**config.mk**
```make
export PLATFORM = sky130hd
export DESIGN_NAME = tcon_pipe
export DESIGN_NICKNAME = d
export VERILOG_FILES = /design/src/rtl/tcon_pkg.sv /design/src/rtl/tcon_fifo.sv /design/src/rtl/tcon_pipe.sv
export SDC_FILE = /design/constraint.sdc
export NUM_CORES = 1
export LEC_CHECK = 0
export BUFFER_PORTS_ARGS = -buffer_cell sky130_fd_sc_hd__buf_2
export CAP_MARGIN = 20
export CORE_ASPECT_RATIO = 1.25
export CORE_UTILIZATION = 24
export DETAILED_ROUTE_END_ITERATION = 10
export PLACE_DENSITY = 0.47
export SLEW_MARGIN = 0
export SYNTH_ARGS = -nofsm -noshare
export SYNTH_HDL_FRONTEND = slang
export SYNTH_HIERARCHICAL = 1
export SYNTH_SLANG_ARGS = --single-unit
```
**constraint.sdc**
```tcl
create_clock -name clk -period 2.4 [get_ports clk]
set_input_delay 0.24 -clock clk [delete_from_list [all_inputs] [get_ports clk]]
set_output_delay 0.24 -clock clk [all_outputs]
set_load 0.02 [all_outputs]
```
**src/rtl/tcon_pkg.sv**
```systemverilog
// Shared defaults and sizing helpers for the tcon select/buffer pipeline.
package tcon_pkg;
   localparam int DEF_WIDTH = 8;
   localparam int DEF_DEPTH = 4;
   localparam int DEF_CNT_W = $clog2(DEF_DEPTH + 1);

   // Occupancy counter must represent 0..depth inclusive.
   function automatic int cnt_w(input int depth);
      return $clog2(depth + 1);
   endfunction
endpackage

```
**src/rtl/tcon_fifo.sv**
```systemverilog
// Circular buffer with wrapping pointers and a separate occupancy counter.
module tcon_fifo
   import tcon_pkg::*;
#(
   parameter int W     = 2 * DEF_WIDTH,
   parameter int DEPTH = DEF_DEPTH
) (
   input  logic                     clk,
   input  logic                     rst_n,
   input  logic                     push,
   input  logic                     pop,
   input  logic [W-1:0]             wdata,
   output logic [W-1:0]             rdata,
   output logic [cnt_w(DEPTH)-1:0]  count,
   output logic                     full,
   output logic                     empty
);
   localparam int AW = $clog2(DEPTH);
   localparam int CW = cnt_w(DEPTH);

   logic [DEPTH-1:0][W-1:0] mem_q, mem_d;
   logic [AW-1:0]           wptr_q, wptr_d, rptr_q, rptr_d;
   logic [CW-1:0]           cnt_q, cnt_d;
   logic                    push_ok, pop_ok;

   assign full    = (cnt_q == CW'(DEPTH));
   assign empty   = (cnt_q == '0);
   // Full refuses a push even when a pop lands on the same edge.
   assign push_ok = push && !full;
   assign pop_ok  = pop && !empty;
   assign rdata   = mem_q[rptr_q];
   assign count   = cnt_q;

   always_comb begin
      mem_d  = mem_q;
      wptr_d = wptr_q;
      rptr_d = rptr_q;
      cnt_d  = cnt_q;
      if (push_ok) begin
         mem_d[wptr_q] = wdata;
         wptr_d        = wptr_q + AW'(1);
      end
      if (pop_ok) rptr_d = rptr_q + AW'(1);
      case ({push_ok, pop_ok})
         2'b10:   cnt_d = cnt_q + CW'(1);
         2'b01:   cnt_d = cnt_q - CW'(1);
         default: cnt_d = cnt_q;
      endcase
   end

   always_ff @(posedge clk) begin
      if (!rst_n) begin
         mem_q  <= '0;
         wptr_q <= '0;
         rptr_q <= '0;
         cnt_q  <= '0;
      end else begin
         mem_q  <= mem_d;
         wptr_q <= wptr_d;
         rptr_q <= rptr_d;
         cnt_q  <= cnt_d;
      end
   end
endmodule

```
**src/rtl/tcon_pipe.sv**
```systemverilog
// Bitwise select of a_data/b_data, buffered alongside b_data in a small FIFO.
module tcon_pipe
   import tcon_pkg::*;
#(
   parameter int WIDTH     = DEF_WIDTH,
   parameter int DEPTH     = DEF_DEPTH,
   parameter int MASK_MODE = 1
) (
   input  logic                     clk,
   input  logic                     rst_n,
   input  logic [WIDTH-1:0]         a_data,
   input  logic [WIDTH-1:0]         b_data,
   input  logic [WIDTH-1:0]         sel,
   input  logic                     in_valid,
   output logic                     in_ready,
   output logic [WIDTH-1:0]         pass_data,
   output logic [WIDTH-1:0]         mux_data,
   output logic                     out_valid,
   input  logic                     out_ready,
   output logic [cnt_w(DEPTH)-1:0]  count
);
   logic [WIDTH-1:0]   mask, mux_w;
   logic [2*WIDTH-1:0] rdata;
   logic               full, empty;

   generate
      if (MASK_MODE != 0) begin : g_bitmask
         assign mask = sel;
      end else begin : g_wordmask
         assign mask = {WIDTH{sel[0]}};
      end
   endgenerate

   assign mux_w     = (a_data & mask) | (b_data & ~mask);
   assign in_ready  = !full;
   assign out_valid = !empty;
   assign pass_data = rdata[2*WIDTH-1:WIDTH];
   assign mux_data  = rdata[WIDTH-1:0];

   tcon_fifo #(.W(2 * WIDTH), .DEPTH(DEPTH)) u_fifo (
      .clk   (clk),
      .rst_n (rst_n),
      .push  (in_valid && in_ready),
      .pop   (out_valid && out_ready),
      .wdata ({b_data, mux_w}),
      .rdata (rdata),
      .count (count),
      .full  (full),
      .empty (empty)
   );
endmodule

```
==> Yosys cells after proc, flatten, opt, wreduce, memory -nomap -nowiden <==
Cells that the tools add are included.
{ "op_classes": {"addsub": 4, "n_lt_le_gt_ge": 3, "n_eq_ne": 3, "mux": 6, "n_bitwise": 4, "reduce_logical": 9} }
{ "op_table": {"columns": ["cell", "count"], "rows": [
  ["bitwise mux 64 bit", 1],
  ["binary-select mux 16 bit (select 2 bit)", 1],
  ["demux 16 bit (select 2 bit)", 1],
  ["two-way mux 16 bit", 2],
  ["bitwise AND 8 bit", 2],
  ["inverter 8 bit", 1],
  ["OR 8 bit", 1],
  ["less-than comparator 2 x 3 -> 1 bit (second input constant)", 2],
  ["case mux 3 bit (2 select lines)", 1],
  ["logical AND 1 bit", 5],
  ["adder 2 x 1 -> 2 bit (second input constant)", 2],
  ["adder 3 x 1 -> 3 bit (second input constant)", 1],
  ["== test 3 bit (second input constant)", 1],
  ["zero test 3 bit", 1],
  ["subtractor 3 x 1 -> 3 bit (second input constant)", 1],
  ["== test 2 x 1 -> 1 bit (second input constant)", 1],
  ["== test 2 bit (second input constant)", 1],
  [">= comparator 2 x 1 -> 1 bit (second input constant)", 1],
  ["zero test 1 bit", 2],
  ["nonzero test 2 bit", 1]
]} }
{ "word_totals": {"regBits": 71, "inputBits": 28, "out_inout_bits": 21} }

==> Logic depth before layout (Yosys ltp) <==
{ "logic_depth": {"depth_word": 6, "mapped_depth": 10} }

==> By module <==
The synthesis kept the hierarchy.
{ "modules_own_cells": {"columns": ["mod", "instances", "cells_per_inst", "area_per_inst_um2"], "rows": [
  ["tcon_fifo", 1, 295, 3136.8],
  ["tcon_pipe", 1, 12, 140.1]
]} }

==> Worst setup path before layout <==
OpenSTA, ideal clock, no wires.
{ "synth_timing": {"path_type": "register to register", "from": "register u_fifo.cnt_q[2] (netlist: u_fifo/count[2])", "to": "register u_fifo.cnt_q[2] (netlist: u_fifo/count[2])", "setup_time_ns": 0.076, "arrival_ns": 2.493, "slack_ns": -0.169, "path_stages_with_launch": 11, "cell_sequence": "dfxtp_1 -> nor3b_2 -> nor2b_1 -> and2b_1 -> inv_1 -> ha_1 -> inv_1 -> fa_1 -> xor2_1 -> or3_1 -> a21boi_0"} }
{ "synth_between": {"elab_chain_cells": 6, "elab_cells_between_ends": 14, "classes_between": "add/sub (2); eq/ne (3); mux (1); reduce/logical (8)"} }
{ "synth_rtl": {"columns": ["item", "line", "text"], "rows": [
  ["start: declaration", "tcon_fifo.sv:23", "logic [CW-1:0] cnt_q, cnt_d;"],
  ["start signal: assignment", "tcon_fifo.sv:61", "cnt_q <= cnt_d;"],
  ["== test 3 bit (*)", "tcon_fifo.sv:26", "assign full = (cnt_q == CW'(DEPTH));"],
  ["via full", "tcon_pipe.sv:24", "logic full, empty;"],
  ["zero test 1 bit (*)", "tcon_fifo.sv:29, tcon_pipe.sv:35", null],
  ["logical AND 1 bit", "tcon_pipe.sv:43", ".push (in_valid && in_ready),"],
  ["logical AND 1 bit (*)", "tcon_fifo.sv:29", "assign push_ok = push && !full;"],
  ["== test 2 x 1 -> 1 bit or == test 2 bit (tied branches)", "tcon_fifo.sv:44", "case ({push_ok, pop_ok})"],
  ["case mux 3 bit (2 select lines) or nonzero test 2 bit (tied branches)", null, null]
]} }
The timed path passes the listed nets; every way through them passes the cells marked *.
A chain may end at the register's enable or synchronous reset.

==> Worst setup path in the final report <==
{ "layout_timing": {"from": "register u_fifo.cnt_q[0] (netlist: u_fifo/count[0])", "to": "register u_fifo.cnt_q[2] (netlist: u_fifo/count[2])"} }
The elaborated chain is that of the path after synthesis.

==> qor.txt <==
Diodes inserted -> 0
Die ar. -> 14130 um2
CP Class -> flip-flop to flip-flop
Syn. warnings -> 6
Mean post-synth cell area -> 10.67 um2
I/O Pins -> 49
Remaining antenna violation count -> 0
Clk slew on worst S/H paths -> 0.05 ns
Min-delay src -> b_data[3]
Final WL -> 7.265 mm
Commonest non-fill, non-tap cell in the layout -> nand2_1
Tmin final -> 2.266 ns
Hold Crit Depth -> 3
Leakage Power -> 1.575 nW
Synth top area share -> 0.4338
Count of different cell masters after synthesis -> 24
Initial core utilization -> 0.2466
GP Congestion -> 0.6984
Final cycle utilization of the critical path -> 0.9440
Critical Path Fanout Max -> 5
Quantity of I/O buffers inserted on ports -> 48
Layout cell share with drive strength beyond 1 -> 0.2964
Die H -> 132.6 um
Clock Tree Root -> clkbuf_16
Vias in the first global route -> 2357
Crit path arrival time -> 2.52 ns
CTS buffer count -> 9
Slew @ Worst Pin -> 0.6319 ns
Htree depth -> 3
Pwr per Cell Area -> 948.1 nW/um2
Clk_skew -> 0.004970 ns
Fillers -> 1414
Final setup viols -> 0
Via-to-Cell Ratio -> 4.303
Peak VDD IR -> 0.0003697 V
Initial antenna violation count -> 0
MaxCap Viol Count -> 0
# Post-CTS Setup Buffers -> 0
WHS Endpoint -> u_fifo/mem_q[11]
# rows -> 47
First-pass GRT wire length -> 12.03 mm
Starting DRT DRC Count -> 75
Critical Path Start Type -> flip-flop
First-pass detailed-route iteration total -> 4
DRC -> 0
Worst reg2reg setup slack -> 0.13 ns
Crit. End Element -> flip-flop
R2R depth -> 10
DR vias -> 2289
Clk_lat worst skew -> 0.33 ns
Final net count -> 391
Max-slew headroom at the worst pin -> 0.5782
Register bit count reported by yosys -> 71
Hold_ws -> 0.2677 ns
Total grt overflow -> 0
Most frequent cells in the layout -> nand2_1, dfxtp_1, mux2i_1
Status -> completed
Syn-to-layout area delta -> 24.40%
Synthesized cell area -> 3277 um2
CP startpoint -> u_fifo/count[0]
Per-cell routed wire length -> 13.66 um
Area contributors post-synth -> dfxtp_1, mux2i_1, mux4_2
Die width -> 106.5 um
Slew Viols, Final -> 0
Final Hold Fails -> 0
HP Class -> input port to flip-flop
CTS tree -> yes
RR Startpoint -> u_fifo/count[0]
RSZ-0062 raised after global routing -> false
Sequential share of the synthesized area -> 0.4338
Synthesized instance count -> 307
DP HPWL -> 4.852 mm
CTS sink cnt -> 71
Clk buf depth -> 2
Syn_nets -> 341
Post-synth top area cell -> dfxtp_1
RR Endpoint -> u_fifo/count[2]
Max Freq -> 0.4414 GHz
Largest net degree at the start of global routing -> 81
Final TNS setup -> 0 ns
Tot GR Track Use -> 0.1116
Core area -> 13290 um2
Critical Path RT -> 2.65 ns
[cell type report]
type,instances,area [um2],area share
clock inverter,3,90.09,0.02210
multi-input combinational,210,1740,0.4269
sequential,71,1425,0.3496
inverter,8,30.03,0.007366
timing repair buffer,57,320.3,0.07858
tap,171,214.0,0.05249
clock buffer,12,256.5,0.06292
[power breakdown]
| part | internal [mW] | switching, mW | total [mW] | leakage, nW |
|---|---|---|---|---|
| Clock | 1.07 | 0.467 | 1.53 | 0.169 |
| Sequential | 1.31 | 0.0931 | 1.40 | 0.578 |
| Combinational | 0.413 | 0.517 | 0.930 | 0.829 |
[cells in the mapped netlist]
cell type	instances
xor2_1	1
nor3b_2	1
clkbuf_1	9
buf_6	4
buf_2	4
nand2_1	91
inv_1	8
and2b_1	1
ha_1	5
mux4_2	16
and2_1	2
nor2_2	4
buf_1	1
mux2i_1	66
or3_1	2
fa_1	1
or4bb_1	1
o21ai_0	4
mux2_4	8
nor3_1	1
xnor2_1	1
dfxtp_1	71
nor2b_1	3
a21boi_0	2
[flip-flops by register name, indices dropped and copies added, names as in the netlist]
signal and cells:
u_fifo/count 3, u_fifo/rptr_q 2, u_fifo/mem_q 64, u_fifo/wptr_q 2
[metrics by stage]
step           instance area (um2)  power, mW  utilization  cells  setup slack (ns)
2_1_floorplan                 3287      2.094            -    307           0.01597
3_3_place_gp                  3719      2.347       0.2798    517            0.1896
3_5_place_dp                  3719      2.366       0.2798    517            0.1080
4_1_cts                       4065      3.927       0.3059    532           0.08070
5_1_grt                       4076      4.076       0.3067    532          0.002164
6_report                      4076      3.865       0.3067    532            0.1343
[repair_timing]
action                                 4_1_cts  5_1_grt
hold buffers                                 0        0
setup endpoints to repair                    0        2
endpoints found under the hold margin        0        0
resized for setup                            0        5
[critical path, cell delays in order, from the launching register on]
cell and delay [ns]:
dfxtp_2 0.35, nor3b_4 0.28, nor2b_2 0.08, and2b_2 0.22, inv_1 0.06, ha_2 0.18
inv_1 0.05, fa_1 0.37, xor2_1 0.16, or3_1 0.31, a21boi_1 0.13
[cell families (layout without fill, tap and decap cells)]
| group | after synthesis | count (layout) | share of synthesized area |
|---|---|---|---|
| buffers and inverters | 26 | 80 | 0.04047 |
| flip-flops | 71 | 71 | 0.4338 |
| XOR/XNOR | 2 | 2 | 0.005347 |
| AO/OA/AOI/OAI | 6 | 6 | 0.01069 |
| adder cells (fa/ha/maj) | 6 | 6 | 0.02520 |
| multiplexers | 90 | 90 | 0.3482 |
| AND/OR/NAND/NOR | 106 | 106 | 0.1363 |
[worst max-delay path by stage]
| stage | endpoint | slack (ns) | cells after the start |
|---|---|---|---|
| after global routing | u_fifo/count[2] | 0.002 | 10 |
| after detailed placement | u_fifo/count[2] | 0.11 | 10 |
| after floorplan | u_fifo/count[2] | 0.02 | 10 |
| final | u_fifo/count[2] | 0.13 | 10 |
| after global placement | u_fifo/count[2] | 0.19 | 10 |
| after CTS | u_fifo/count[2] | 0.08 | 10 |
[routing by layer]
metal	vias up	GRT usage	part of all wire
li1	1146	-	-
met1	1094	0.1404	0.48
met2	38	0.1782	0.47
met3	11	0.02365	0.031
met4	0	0.05936	0.021
met5	-	0	0
No activity file was read; power rests on OpenSTA's default activity.
